$ cat src/rtl/updown_count_ctrl.sv
// Command sequencer for an up/down counter: load or N-step count commands over valid/ready.
// Steps once per RUN cycle, reports done with terminal-hit and abort status.
module updown_count_ctrl #(
  parameter int SIZE  = 4,
  parameter int LEN_W = 8
) (
  input  logic             clk,
  input  logic             rst_n,
  input  logic             cmd_valid,
  output logic             cmd_ready,
  input  logic             cmd_load,
  input  logic [SIZE-1:0]  cmd_load_val,
  input  logic             cmd_up,
  input  logic [LEN_W-1:0] cmd_len,
  input  logic             cmd_wrap,
  input  logic             abort,
  output logic [SIZE-1:0]  q,
  output logic             busy,
  output logic             done,
  output logic             hit,
  output logic             aborted
);

  typedef enum logic [1:0] {
    IDLE = 2'd0,
    RUN  = 2'd1,
    DONE = 2'd2
  } state_t;

  state_t           state, state_nxt;
  logic [SIZE-1:0]  q_nxt;
  logic [LEN_W-1:0] rem, rem_nxt;
  logic             up, up_nxt;
  logic             wrap, wrap_nxt;
  logic             hit_r, hit_nxt;
  logic             aborted_r, aborted_nxt;

  logic             accept;
  logic [SIZE-1:0]  term_val;
  logic [SIZE-1:0]  wrap_val;
  logic [SIZE-1:0]  step_val;
  logic             last_step;

  // Terminal is all-ones counting up and zero counting down; wrapping lands on the opposite end.
  assign term_val  = up ? {SIZE{1'b1}} : {SIZE{1'b0}};
  assign wrap_val  = up ? {SIZE{1'b0}} : {SIZE{1'b1}};
  assign step_val  = up ? (q + SIZE'(1)) : (q - SIZE'(1));
  assign last_step = (rem == LEN_W'(1));
  assign accept    = cmd_valid && (state == IDLE);

  always_ff @(posedge clk) begin
    if (!rst_n) begin
      state     <= IDLE;
      q         <= '0;
      rem       <= '0;
      up        <= 1'b0;
      wrap      <= 1'b0;
      hit_r     <= 1'b0;
      aborted_r <= 1'b0;
    end else begin
      state     <= state_nxt;
      q         <= q_nxt;
      rem       <= rem_nxt;
      up        <= up_nxt;
      wrap      <= wrap_nxt;
      hit_r     <= hit_nxt;
      aborted_r <= aborted_nxt;
    end
  end

  always_comb begin
    state_nxt   = state;
    q_nxt       = q;
    rem_nxt     = rem;
    up_nxt      = up;
    wrap_nxt    = wrap;
    hit_nxt     = hit_r;
    aborted_nxt = aborted_r;

    case (state)
      IDLE: begin
        if (accept) begin
          hit_nxt     = 1'b0;
          aborted_nxt = 1'b0;
          if (cmd_load) begin
            q_nxt     = cmd_load_val;
            state_nxt = DONE;
          end else if (cmd_len == '0) begin
            state_nxt = DONE;
          end else begin
            up_nxt    = cmd_up;
            wrap_nxt  = cmd_wrap;
            rem_nxt   = cmd_len;
            state_nxt = RUN;
          end
        end
      end

      RUN: begin
        if (abort) begin
          aborted_nxt = 1'b1;
          state_nxt   = DONE;
        end else begin
          rem_nxt = rem - LEN_W'(1);
          if (q == term_val) begin
            hit_nxt = 1'b1;
            if (wrap) begin
              q_nxt = wrap_val;
              if (last_step) state_nxt = DONE;
            end else begin
              // Saturating count parked on the terminal ends the command early.
              state_nxt = DONE;
            end
          end else begin
            q_nxt = step_val;
            if (step_val == term_val) hit_nxt = 1'b1;
            if (last_step) state_nxt = DONE;
          end
        end
      end

      DONE: begin
        state_nxt = IDLE;
      end

      default: begin
        state_nxt = IDLE;
      end
    endcase
  end

  // Status flags are only meaningful once a command has finished, so hide them while running.
  always_comb begin
    cmd_ready = (state == IDLE);
    busy      = (state == RUN) || (state == DONE);
    done      = (state == DONE);
    hit       = hit_r && (state != RUN);
    aborted   = aborted_r && (state != RUN);
  end

endmodule

$ cat config.mk
export PLATFORM = sky130hd
export DESIGN_NAME = updown_count_ctrl
export DESIGN_NICKNAME = d
export VERILOG_FILES = /design/src/rtl/updown_count_ctrl.sv
export SDC_FILE = /design/constraint.sdc
export NUM_CORES = 1
export LEC_CHECK = 0
export BUFFER_PORTS_ARGS = -buffer_cell sky130_fd_sc_hd__buf_4
export CORE_UTILIZATION = 40
export DETAILED_ROUTE_END_ITERATION = 16
export PLACE_DENSITY_LB_ADDON = 0.08
export SLEW_MARGIN = 0
export SYNTH_ARGS = -nofsm -noshare
export SYNTH_HDL_FRONTEND = slang
export SYNTH_SLANG_ARGS = --single-unit
export TNS_END_PERCENT = 20
$ cat constraint.sdc
create_clock -name clk -period 5.8 [get_ports clk]
set_input_delay 0.58 -clock clk [delete_from_list [all_inputs] [get_ports clk]]
set_output_delay 0.58 -clock clk [all_outputs]
set_load 0.005 [all_outputs]
==> summary.txt <==
Timing
  • Period utilisation layout: 0.445
  • Final setup skew: 0.00990 ns
  • WHS: roughly 0.46 ns
  • Crit path time final: 2.58 ns
  • Max-slew violations: 0
  • Final Hold Viols: 0
  • Unrepaired setup endpoints after global routing: false
  • Max-slew headroom: 0.486
  • Worst-margin pin slew: 0.764 ns
  • Setup Viol. Count Final: 0
  • Setup TNS: 0 ns
  • FMAX: 387 MHz

Power
  • Pwr/cell area: about 230 nW/um2
  • VDD IR max: 0.0000864 V
  • Static Leak: roughly 0.64 nW

Setup path
  • CP Class: reg -> reg
  • CP arrival: 2.75 ns
  • Crit path max-delay family: buffers and inverters
  • Critical path's largest stage delay: around 0.65 ns
  • CP Cell Sequence: inv_1 > ha_1 > clkinv_1 > a31o_2 > a21oi_1 > or3_1 > a21oi_1
  • Worst-path fanout max: 20
  • Crit-path slowest cell: clkinv_1
  • CP endpoint kind: register
  • Critical path buffers and inverters: 2
  • Setup crit start kind: register
  • Most frequent CP cell: a21oi_1
  • CP required: around 6 ns

Route
  • DR iter-0 viols: 82
  • DR pass1 iterations: 4
  • Final wirelength: 3230 um
  • Routed Antenna Nets: 0
  • Vias per cell: 5.35
  • Post-DR wirelength/cell: 13.4 um
  • Via count: roughly 1300
  • DRC: 0

Layout
  • Area delta synth->final: 19.4%
  • Most common cell after layout, fill and taps aside: buf_4
  • Fillers: 320
  • Share of cells above drive strength 1: 0.203
  • Layout Nets: 225
  • ANT cells: 0
  • Most frequent cells in the layout: buf_4, a21oi_1, dfxtp_1, inv_1, nor2_1

Clock network
  • CTS Sinks: 18
  • Post_cts resized: 0
  • Clock slew at reported path FFs: 0.11 ns
  • # H-tree levels: 1
  • Clock buffer depth: 2
  • TritonCTS buffer count: 3
  • Setup Buffers After CTS: 0
  • Clk_lat worst skew: ~0.30 ns
  • Cts hold-fix bufs: 0
  • CTS root buf: clkbuf_4
  • CTS tree: yes

Floorplan
  • Core Box Area: 3100 um2
  • Starting Density: 0.429
  • Row Count: 20
  • Chip width: 59.7 um
  • DIE AREA: 3570 um2
  • Die Y: 59.7 um
  • Io pins: 28

Synthesis
  • Post-Synthesis Cell Area: 1330 um2
  • Multiplexer area fraction after synthesis: 0.0376
  • Count of unique library cells instantiated by Yosys: between 40 and 50
  • Asr flop ratio synth: 0
  • Largest family of logic cells by synthesized area: compound AO/OA/AOI/OAI gates
  • Top FF cell, synth: dfxtp_1
  • Number of synthesized flops with an enable pin: 0
  • XOR/XNOR Fraction of Synth Area: 0.0131
  • Compound-Gate Fraction of Synth Area: 0.313
  • Synthesized area per cell: 7.75 um2
  • Simple-gate share of the synthesized area: 0.223
  • Syn_nets: 199
  • Flops & latches, synth: 18
  • Adder-cell share of the synthesized area: 0.0808
  • Syn. warnings: 0
  • Syn Inst Count: roughly 170
  • Sequential cell area fraction in the yosys report: 0.270

Run status
  • Outcome: complete, no violations

Global routing
  • Gr ovfl total: 0
  • Initial antenna violation count: 0
  • Largest net degree at the start of global routing: 21
  • GRT Util Overall: 0.195
  • Global-route wire length before repair: 5240 um
  • Number of global-route vias before repair: 1177

Worst hold path
  • Hold crit path type: reg -> reg

Placed design
  • Port bufs: 27
  • GPL Wtd Cong: 0.864
  • HPWL Detailed: around 2500 um

Run
  • Max-Cap Viols: 0
-- power by group --
part           internal, mW  leakage, nW  switching [mW]
Clock                0.0383       0.0210          0.0412
Combinational        0.0651        0.468          0.0812
Sequential            0.135        0.147          0.0122
-- metrics by stage --
| stage | setup WS, ns | total power [mW] | area, um2 | util | instances |
|---|---|---|---|---|---|
| after floorplan | 3.85 | 0.253 | 1330 | - | 172 |
| after global placement | 3.34 | 0.294 | 1560 | 0.501 | 237 |
| after detailed placement | 3.22 | 0.296 | 1560 | 0.501 | 237 |
| after CTS | 3.17 | 0.376 | 1590 | 0.513 | 241 |
| after global routing | 2.98 | 0.400 | 1590 | 0.513 | 241 |
| final | 3.22 | 0.373 | 1590 | 0.513 | 241 |
-- per-layer routing --
layer | vias up | wire length (um) | track usage
li1 | 673 | - | -
met4 | 0 | 40 | 0.0598
met2 | 24 | 1500 | 0.329
met3 | 5 | 106 | 0.0325
met5 | - | 0 | 0
met1 | 588 | 1580 | 0.253
-- state kept, by name, summed over array words and instances (netlist names) --
signal,count
rem,8
q,4
state,2
aborted_r,1
hit_r,1
up,1
wrap,1
-- Yosys cell counts (2+ instances only) --
library cell / count / area (um2)
a211oi_1: 2 / 15.0
a21o_1: 6 / 45.0
a21oi_1: 23 / 115
a31oi_1: 4 / 25.0
clkbuf_1: 3 / 11.3
dfxtp_1: 18 / 360
ha_1: 7 / 87.6
inv_1: 12 / 45.0
mux2i_1: 5 / 50.1
nand2_1: 11 / 41.3
nand2b_1: 2 / 12.5
nand3_1: 8 / 40.0
nor2_1: 12 / 45.0
nor2b_1: 4 / 25.0
nor3_1: 5 / 25.0
nor4_1: 4 / 25.0
o211ai_1: 4 / 30.0
o21ai_0: 10 / 50.1
o21bai_1: 2 / 15.0
o31ai_1: 2 / 15.0
or2_2: 2 / 12.5
or3_1: 2 / 12.5
-- worst paths after layout --
path	startpoint	cells after the start	endpoint	slack, ns
worst max-delay path	state[1]$_SDFFE_PN0N_	7	q[1]$_SDFFE_PN0P_	3.22
worst min-delay path	hit_r$_SDFFE_PN0P_	2	hit_r$_SDFFE_PN0P_	0.46
worst max register to register	state[1]$_SDFFE_PN0N_	7	q[1]$_SDFFE_PN0P_	3.22
worst min register to register	hit_r$_SDFFE_PN0P_	2	hit_r$_SDFFE_PN0P_	0.46
-- worst min-delay path, cell delays in order, from the launching register on --
cell and delay (ns):
dfxtp_1 0.33, nand2_1 0.05, o21ai_0 0.06
-- logic make-up after synthesis --
| family | Yosys count |
|---|---|
| AOI/OAI and AO/OA | 63 |
| and+or+nand+nor | 57 |
| buffers and inverters | 19 |
| DFF | 18 |
| adders and majority gates | 8 |
| muxes | 5 |
| xor gates and xnor gates | 2 |
-- final cells by class --
type	count	area, um2	area share
inverters	13	48.8	0.0307
repair buffers	27	203	0.127
multi-input cells	135	888	0.558
well taps	44	55.1	0.0346
clock buffers	4	36.3	0.0228
flip-flops and latches	18	360	0.226
Note: power is estimated with default switching activity, not from simulation.
